File: src/rtl/axis_chk_pkg.sv
// axis_chk_pkg: shared types and helpers for the AXI4-Stream pattern checker.
//   ready_policy_t : TREADY generation policy (code 3 behaves as NEVER)
//   ERR_*          : bit positions inside err_flags
//   sat_inc        : saturating increment for counters up to 32 bits wide
package axis_chk_pkg;

  typedef enum logic [1:0] {
    ALWAYS = 2'd0,
    OSC    = 2'd1,
    NEVER  = 2'd2
  } ready_policy_t;

  localparam int ERR_DATA      = 0;
  localparam int ERR_EARLY_LAST = 1;
  localparam int ERR_NO_LAST   = 2;
  localparam int ERR_DEST      = 3;
  localparam int NUM_ERR       = 4;

  // v is the counter zero-extended to 32 bits, w its real width.
  function automatic logic [31:0] sat_inc(input logic [31:0] v, input int w);
    logic [31:0] max;
    max = (w >= 32) ? 32'hFFFF_FFFF : ((32'd1 << w) - 32'd1);
    return (v >= max) ? v : v + 32'd1;
  endfunction

endpackage

File: src/rtl/axis_stream_checker_ready_gen.sv
// axis_chk_ready_gen: registered TREADY generator.
//   clk, rst        : clock, async active-high reset
//   policy          : ALWAYS / OSC / NEVER (3 = NEVER)
//   low_time        : OSC low phase length in cycles (0 acts as 1)
//   high_time       : OSC high phase length in cycles (0 acts as 1)
//   ready           : registered TREADY
module axis_chk_ready_gen
  import axis_chk_pkg::*;
(
  input  logic       clk,
  input  logic       rst,
  input  logic [1:0] policy,
  input  logic [7:0] low_time,
  input  logic [7:0] high_time,
  output logic       ready
);

  logic       started;   // first edge after reset only arms the generator
  logic [1:0] prev_pol;
  logic [7:0] cnt;       // cycles already spent in the current OSC phase
  logic [7:0] lo_len, hi_len, cur_len;

  assign lo_len  = (low_time  == 8'd0) ? 8'd1 : low_time;
  assign hi_len  = (high_time == 8'd0) ? 8'd1 : high_time;
  assign cur_len = ready ? hi_len : lo_len;

  always_ff @(posedge clk or posedge rst) begin
    if (rst) begin
      started  <= 1'b0;
      prev_pol <= 2'd0;
      cnt      <= 8'd0;
      ready    <= 1'b0;
    end else begin
      prev_pol <= policy;
      if (!started) begin
        started <= 1'b1;
        cnt     <= 8'd0;
        ready   <= 1'b0;
      end else begin
        case (policy)
          ALWAYS: begin
            ready <= 1'b1;
            cnt   <= 8'd0;
          end
          OSC: begin
            // entering OSC (or any policy switch) restarts in the low phase
            if (policy != prev_pol) begin
              ready <= 1'b0;
              cnt   <= 8'd0;
            end else if (cnt >= cur_len - 8'd1) begin
              ready <= ~ready;
              cnt   <= 8'd0;
            end else begin
              cnt <= cnt + 8'd1;
            end
          end
          default: begin
            ready <= 1'b0;
            cnt   <= 8'd0;
          end
        endcase
      end
    end
  end

endmodule

File: config.mk
export PLATFORM = sky130hd
export DESIGN_NAME = axis_chk_ready_gen
export DESIGN_NICKNAME = d
export VERILOG_FILES = /design/src/rtl/axis_chk_pkg.sv /design/src/rtl/axis_stream_checker_ready_gen.sv
export SDC_FILE = /design/constraint.sdc
export NUM_CORES = 1
export LEC_CHECK = 0
export ABC_AREA = 1
export CORE_MARGIN = 5
export CORE_UTILIZATION = 48
export CTS_BUF_LIST = sky130_fd_sc_hd__clkbuf_8
export CTS_CLUSTER_DIAMETER = 50
export DETAILED_ROUTE_END_ITERATION = 10
export PLACE_DENSITY = 0.82
export RECOVER_POWER = 100
export SKIP_CTS_REPAIR_TIMING = 1
export SYNTH_ARGS = -nofsm -noshare
export SYNTH_HDL_FRONTEND = slang
export SYNTH_SLANG_ARGS = --single-unit
File: constraint.sdc
create_clock -name clk -period 2.4 [get_ports clk]
set_input_delay 0.6 -clock clk [delete_from_list [all_inputs] [get_ports clk]]
set_output_delay 0.6 -clock clk [all_outputs]
set_load 0.005 [all_outputs]
# After elaboration in Yosys (flattened, before gate mapping)
# Index checks and enable logic that the tools add are counted.
[totals] regBits=12 in_bits=20 out_inout_bits=1
[classes] n_eq_ne=3 addsub=2 reduce_logical=3 mux=11 n_bitwise=1 n_lt_le_gt_ge=1
[op_table] cell="8-bit 2-to-1 mux" count=7
[op_table] cell="8-bit zero test" count=2
[op_table] cell="8-bit by 1-bit adder with 8-bit output (second input constant)" count=1
[op_table] cell="8-bit greater-or-equal comparator" count=1
[op_table] cell="8-bit by 1-bit subtractor with 8-bit output (second input constant)" count=1
[op_table] cell="4-bit != test (second input constant)" count=1
[op_table] cell="1-bit 2-to-1 mux" count=3
[op_table] cell="2-bit by 1-bit == test with 1-bit output (second input constant)" count=1
[op_table] cell="2-bit zero test" count=1
[op_table] cell="2-bit != test" count=1
[op_table] cell="1-bit one-hot mux with 2 select lines" count=1
[op_table] cell="1-bit NOT" count=1

# Logic depth before layout (Yosys ltp)
[depth] word_depth=9 mapped_depth=18

# Least setup slack after synthesis
# Ideal clock, no wire load.
[synth_timing] kind="in2reg" from="input port high_time[2]" to="register ready" n_path_buf=0 path_slack_ns=-0.016 arrival_ns=2.299 setup_time_ns=0.117 cell_stages=17 path_cell_list="nor2_1 nand2_1 o21ai_0 nand2_1 ha_1 nand3_1 nand2_1 nand2_1 ha_1 nand2_1 inv_1 nand2_1 nand3b_1 nor2_1 nand2_1 nand2_1 nand2_1"
[synth_via] elab_chain_len=6
[synth_lines] element="from (decl)" line_no="axis_stream_checker_ready_gen.sv:14" rtl="input logic [7:0] high_time,"
[synth_lines] element="8-bit zero test" line_no="axis_stream_checker_ready_gen.sv:24" rtl="assign hi_len = (high_time == 8'd0) ? 8'd1 : high_time;"
[synth_lines] element="8-bit 2-to-1 mux (*)" line_no="axis_stream_checker_ready_gen.sv:24"
[synth_lines] element="8-bit 2-to-1 mux (*)" line_no="axis_stream_checker_ready_gen.sv:25" rtl="assign cur_len = ready ? hi_len : lo_len;"
[synth_lines] element="8-bit by 1-bit subtractor with 8-bit output (*)" line_no="axis_stream_checker_ready_gen.sv:50" rtl="end else if (cnt >= cur_len - 8'd1) begin"
[synth_lines] element="8-bit greater-or-equal comparator (*)" line_no="axis_stream_checker_ready_gen.sv:50"
[synth_lines] element="4-bit != test (no line) (*)"
[synth_lines] element="to (signal assigned)" line_no="axis_stream_checker_ready_gen.sv:51" rtl="ready <= ~ready;"
[synth_lines] element="to (decl)" line_no="axis_stream_checker_ready_gen.sv:15" rtl="output logic ready"
# Every way passes the cells marked *; elsewhere a longest branch is shown, timed or not.
# A chain may end at the register's enable or synchronous reset.

# Worst setup path after layout
[layout_timing] from="input port high_time[4]" to="register ready"
# The elaborated chain is that of the path after synthesis.

==> results.md <==
* Placed cells at 219
* Core Rows at 16
* Total buffers and inverters traversed by the critical path at 2
* Syn-to-layout area delta at 52.8%
* Final setup skew at 0.000690 ns
* CORE AREA at around 2000 sq um
* Period utilisation layout at 101%
* Die Height at 56.5 um
* IO buf count at 20
* Share of post-route cells with drive strength above 1 at 27.4%
* Reg2reg end: ready
* Cts bufs inserted at 3
* Syn Area/Cell at 6.46 sq um
* Depth of the worst register-to-register path at 16
* Internal cell power at between 0.4 and 0.5 mW
* Clock tree buffer depth at 2
* Gate Count Post-Synth at between 150 and 200
* Synth unique cells at 19
* Clock power frac at 34.3%
* Peak supply drop at 0.000479 V
* Setup slack, reg-to-reg at 0.03 ns
* Max FO, Critical Path at 8
* Place WS at -0.624 ns
* Pwr Density at between 300 and 400 nW/um^2
* Cells along the critical path: dlymetal6s2s_1, nor2_1, nand2_1, o21ai_2, nand2_2, ha_4, nand4_1, nand2_2, ha_4, nand2_2, inv_2, nand2_1, nand3b_1, nor2_4, nand2_4, nand2_2, nand2_1
* Post-synthesis sequential area ratio at 28.9%
* Total Routing Usage GR at 17.2%
* Final setup violation count at 1
* DP Area at 1360 sq um
* Footprint of the multi-input gates at between 700 and 800 sq um
* Yosys reg bits at 12
* Hold slack at between 0.5 and 0.6 ns
* Final HPWL from detailed placement at 2.03 mm
* Number of inserted diodes at 0
* Final Hold Fails at 0
* DR pass1 iterations at 4
* WHS Path Cells at 1
* Nets at 228
* Ports at 21
* Final setup margin at -0.0134 ns
* Seq. cell area at 302 sq um
* Fill count at around 120
* Per-cell routed wire length at 13.5 um
* Critical path required time at between 2 and 3 ns
* Via count at 1139
* GP Congestion at around 0.90
* Grt ovf at 0
* DRT iter0 DRCs at 34
* Most frequent CP cell: nand2_2
* Fin area at 1590 sq um
* CP max-delay cell: ha_4
* Yosys warns at 0
* Hold Path Sink: cnt[0]
* Synth area leader: dfrtp_1
* Tmin final at 2.41 ns
* Top cell type's share of synthesized area at 28.9%
* HP Start: cnt[0]
* CP top delay family: simple AND/OR/NAND/NOR gates
* Finished Layout Cells at 224
* Setup crit end kind: register
* Worst skew pair latency at 0.24 ns
* Initial antenna violation count at 0
* Failing checks: negative setup slack
* Max-cap violations at 0
* Post-synth net total at 191
* Max frequency at 414 MHz
* Top cells by area, synth: dfrtp_1 (29%), nand2_1 (17%), ha_1 (12%), nor2_1 (10%), inv_1 (9.7%)
* DRT Wirelength at 3.02 mm
* Leakage at 0.872 nW
* Share of power burned in registers at about 34%
* Root Driver: clkbuf_8
* Final setup TNS at -0.0134 ns
* First-pass GRT wire length at 4.50 mm
* Max-slew violations at 0
* HP Class: reg2reg
* TritonCTS Sinks at 12
* CTS tree: yes
* FF-to-FF Start: ready
* Vias in the first global route at ~1.1k
* Switching pwr at 0.176 mW
* Switching Share at approximately 28%
* Arr. time, crit path at 2.54 ns
* X dimension of the die at 56.5 um
* Die area at 3200 sq um
* Worst Path Class, Setup: in2reg
* Largest net degree at the start of global routing at 13
* Clk slew on worst S/H paths at 0.05 ns
* Crit start category: input pin
* Vias per cell at 5.08
* Mapped Area at 1040 sq um
* Worst path max stage delay at 0.24 ns
* Gate power share at a little under a third
* Initial core utilization at 51.4%
* Antenna viol nets, final at 0
* Max H-tree Level at 1
* Status: finished, violations left
* # DRC at 0
==> sequential cells by signal, indices dropped and copies added, names as in the netlist <==
name and flops:
cnt 8, prev_pol 2, ready 1, started 1
==> cells in the mapped netlist (all sizes together) <==
cell / n
nand2: 48
dfrtp: 12
a21oi: 1
or2: 1
nand4: 2
nand3b: 1
inv: 27
o21ai: 9
xor2: 4
conb: 1
xnor2: 4
buf: 1
nor2: 30
ha: 10
o21bai: 1
nand3: 9
==> worst register-to-register path, cell delays in order (launching register included) <==
cell and delay (ns):
dfrtp_2 0.46, buf_6 0.17, nor2_4 0.11, o21ai_2 0.06
nand2_2 0.10, ha_4 0.17, nand4_1 0.14, nand2_2 0.13
ha_4 0.20, nand2_2 0.08, inv_2 0.04, nand2_1 0.06
nand3b_1 0.13, nor2_4 0.18, nand2_4 0.10, nand2_2 0.06
nand2_1 0.05
==> cell usage in the layout (no fill, tap or decap), types with 2 or more instances in the layout <==
cell and instances:
xnor2_1 3, nand2_2 10, clkbuf_8 4, nand4_1 2, nor2_1 25, ha_4 3, ha_1 7, dfrtp_1 11
nor2_4 5, clkbuf_2 4, buf_4 11, nand3_1 8, o21ai_2 5, xor2_1 4, o21ai_4 2, dlygate4sd3_1 3
nand2_1 37, inv_2 4, dlymetal6s2s_1 12, inv_1 23, buf_6 2
==> layer usage <==
metal  vias to the layer above  track usage, %  wire length [um]
li1                        563               -                 -
met1                       539            18.9              1170
met3                         2            4.59               148
met2                        35            31.4              1690
met5                         -               0                 0
met4                         0            6.10                 8
==> metrics by stage <==
| stage | total power [mW] | utilization, % |
|---|---|---|
| after CTS | 0.587 | 69.9 |
| after global routing | 0.654 | 78.6 |
| after detailed placement | 0.369 | 67.2 |
| after floorplan | 0.293 | - |
| final | 0.620 | 78.6 |
| after global placement | 0.363 | 67.2 |
==> final cells by class <==
class | count | share of cell area, %
flip-flops and latches | 12 | 19.0
clock buffers | 4 | 3.46
inverters | 27 | 6.38
multi-input cells | 121 | 49.2
well taps | 27 | 2.13
repair buffers | 33 | 19.8
==> how the worst max path moves through the flow <==
stage                       from  endpoint  slack [ns]  depth (start not counted)
floorplan           high_time[2]     ready        0.01                         17
global placement    high_time[5]     ready       -0.53                         17
detailed placement  high_time[5]     ready       -0.62                         18
CTS                 high_time[5]     ready       -0.40                         18
global route               ready     ready       -0.12                         16
finish              high_time[4]     ready       -0.01                         17
==> power by group through the flow <==
stage | sequential [mW] | clock (mW) | combinational [mW]
final | 0.211 | 0.213 | 0.196
after global routing | 0.211 | 0.230 | 0.213
after CTS | 0.210 | 0.220 | 0.157
after detailed placement | 0.213 | 0 | 0.156
after global placement | 0.213 | 0 | 0.150
after floorplan | 0.212 | 0 | 0.0812
==> logic make-up (layout without fill, tap and decap cells) <==
kind of cell	after synthesis	in the layout	share of synthesized area [%]
other cells	1	1	0.361
fa+ha+maj	10	10	12.0
buf+inv	28	64	10.5
simple gates	91	91	35.3
flops	12	12	28.9
xor+xnor	8	8	6.74
compound gates	11	11	6.26
(Power assumes the default switching activity.)
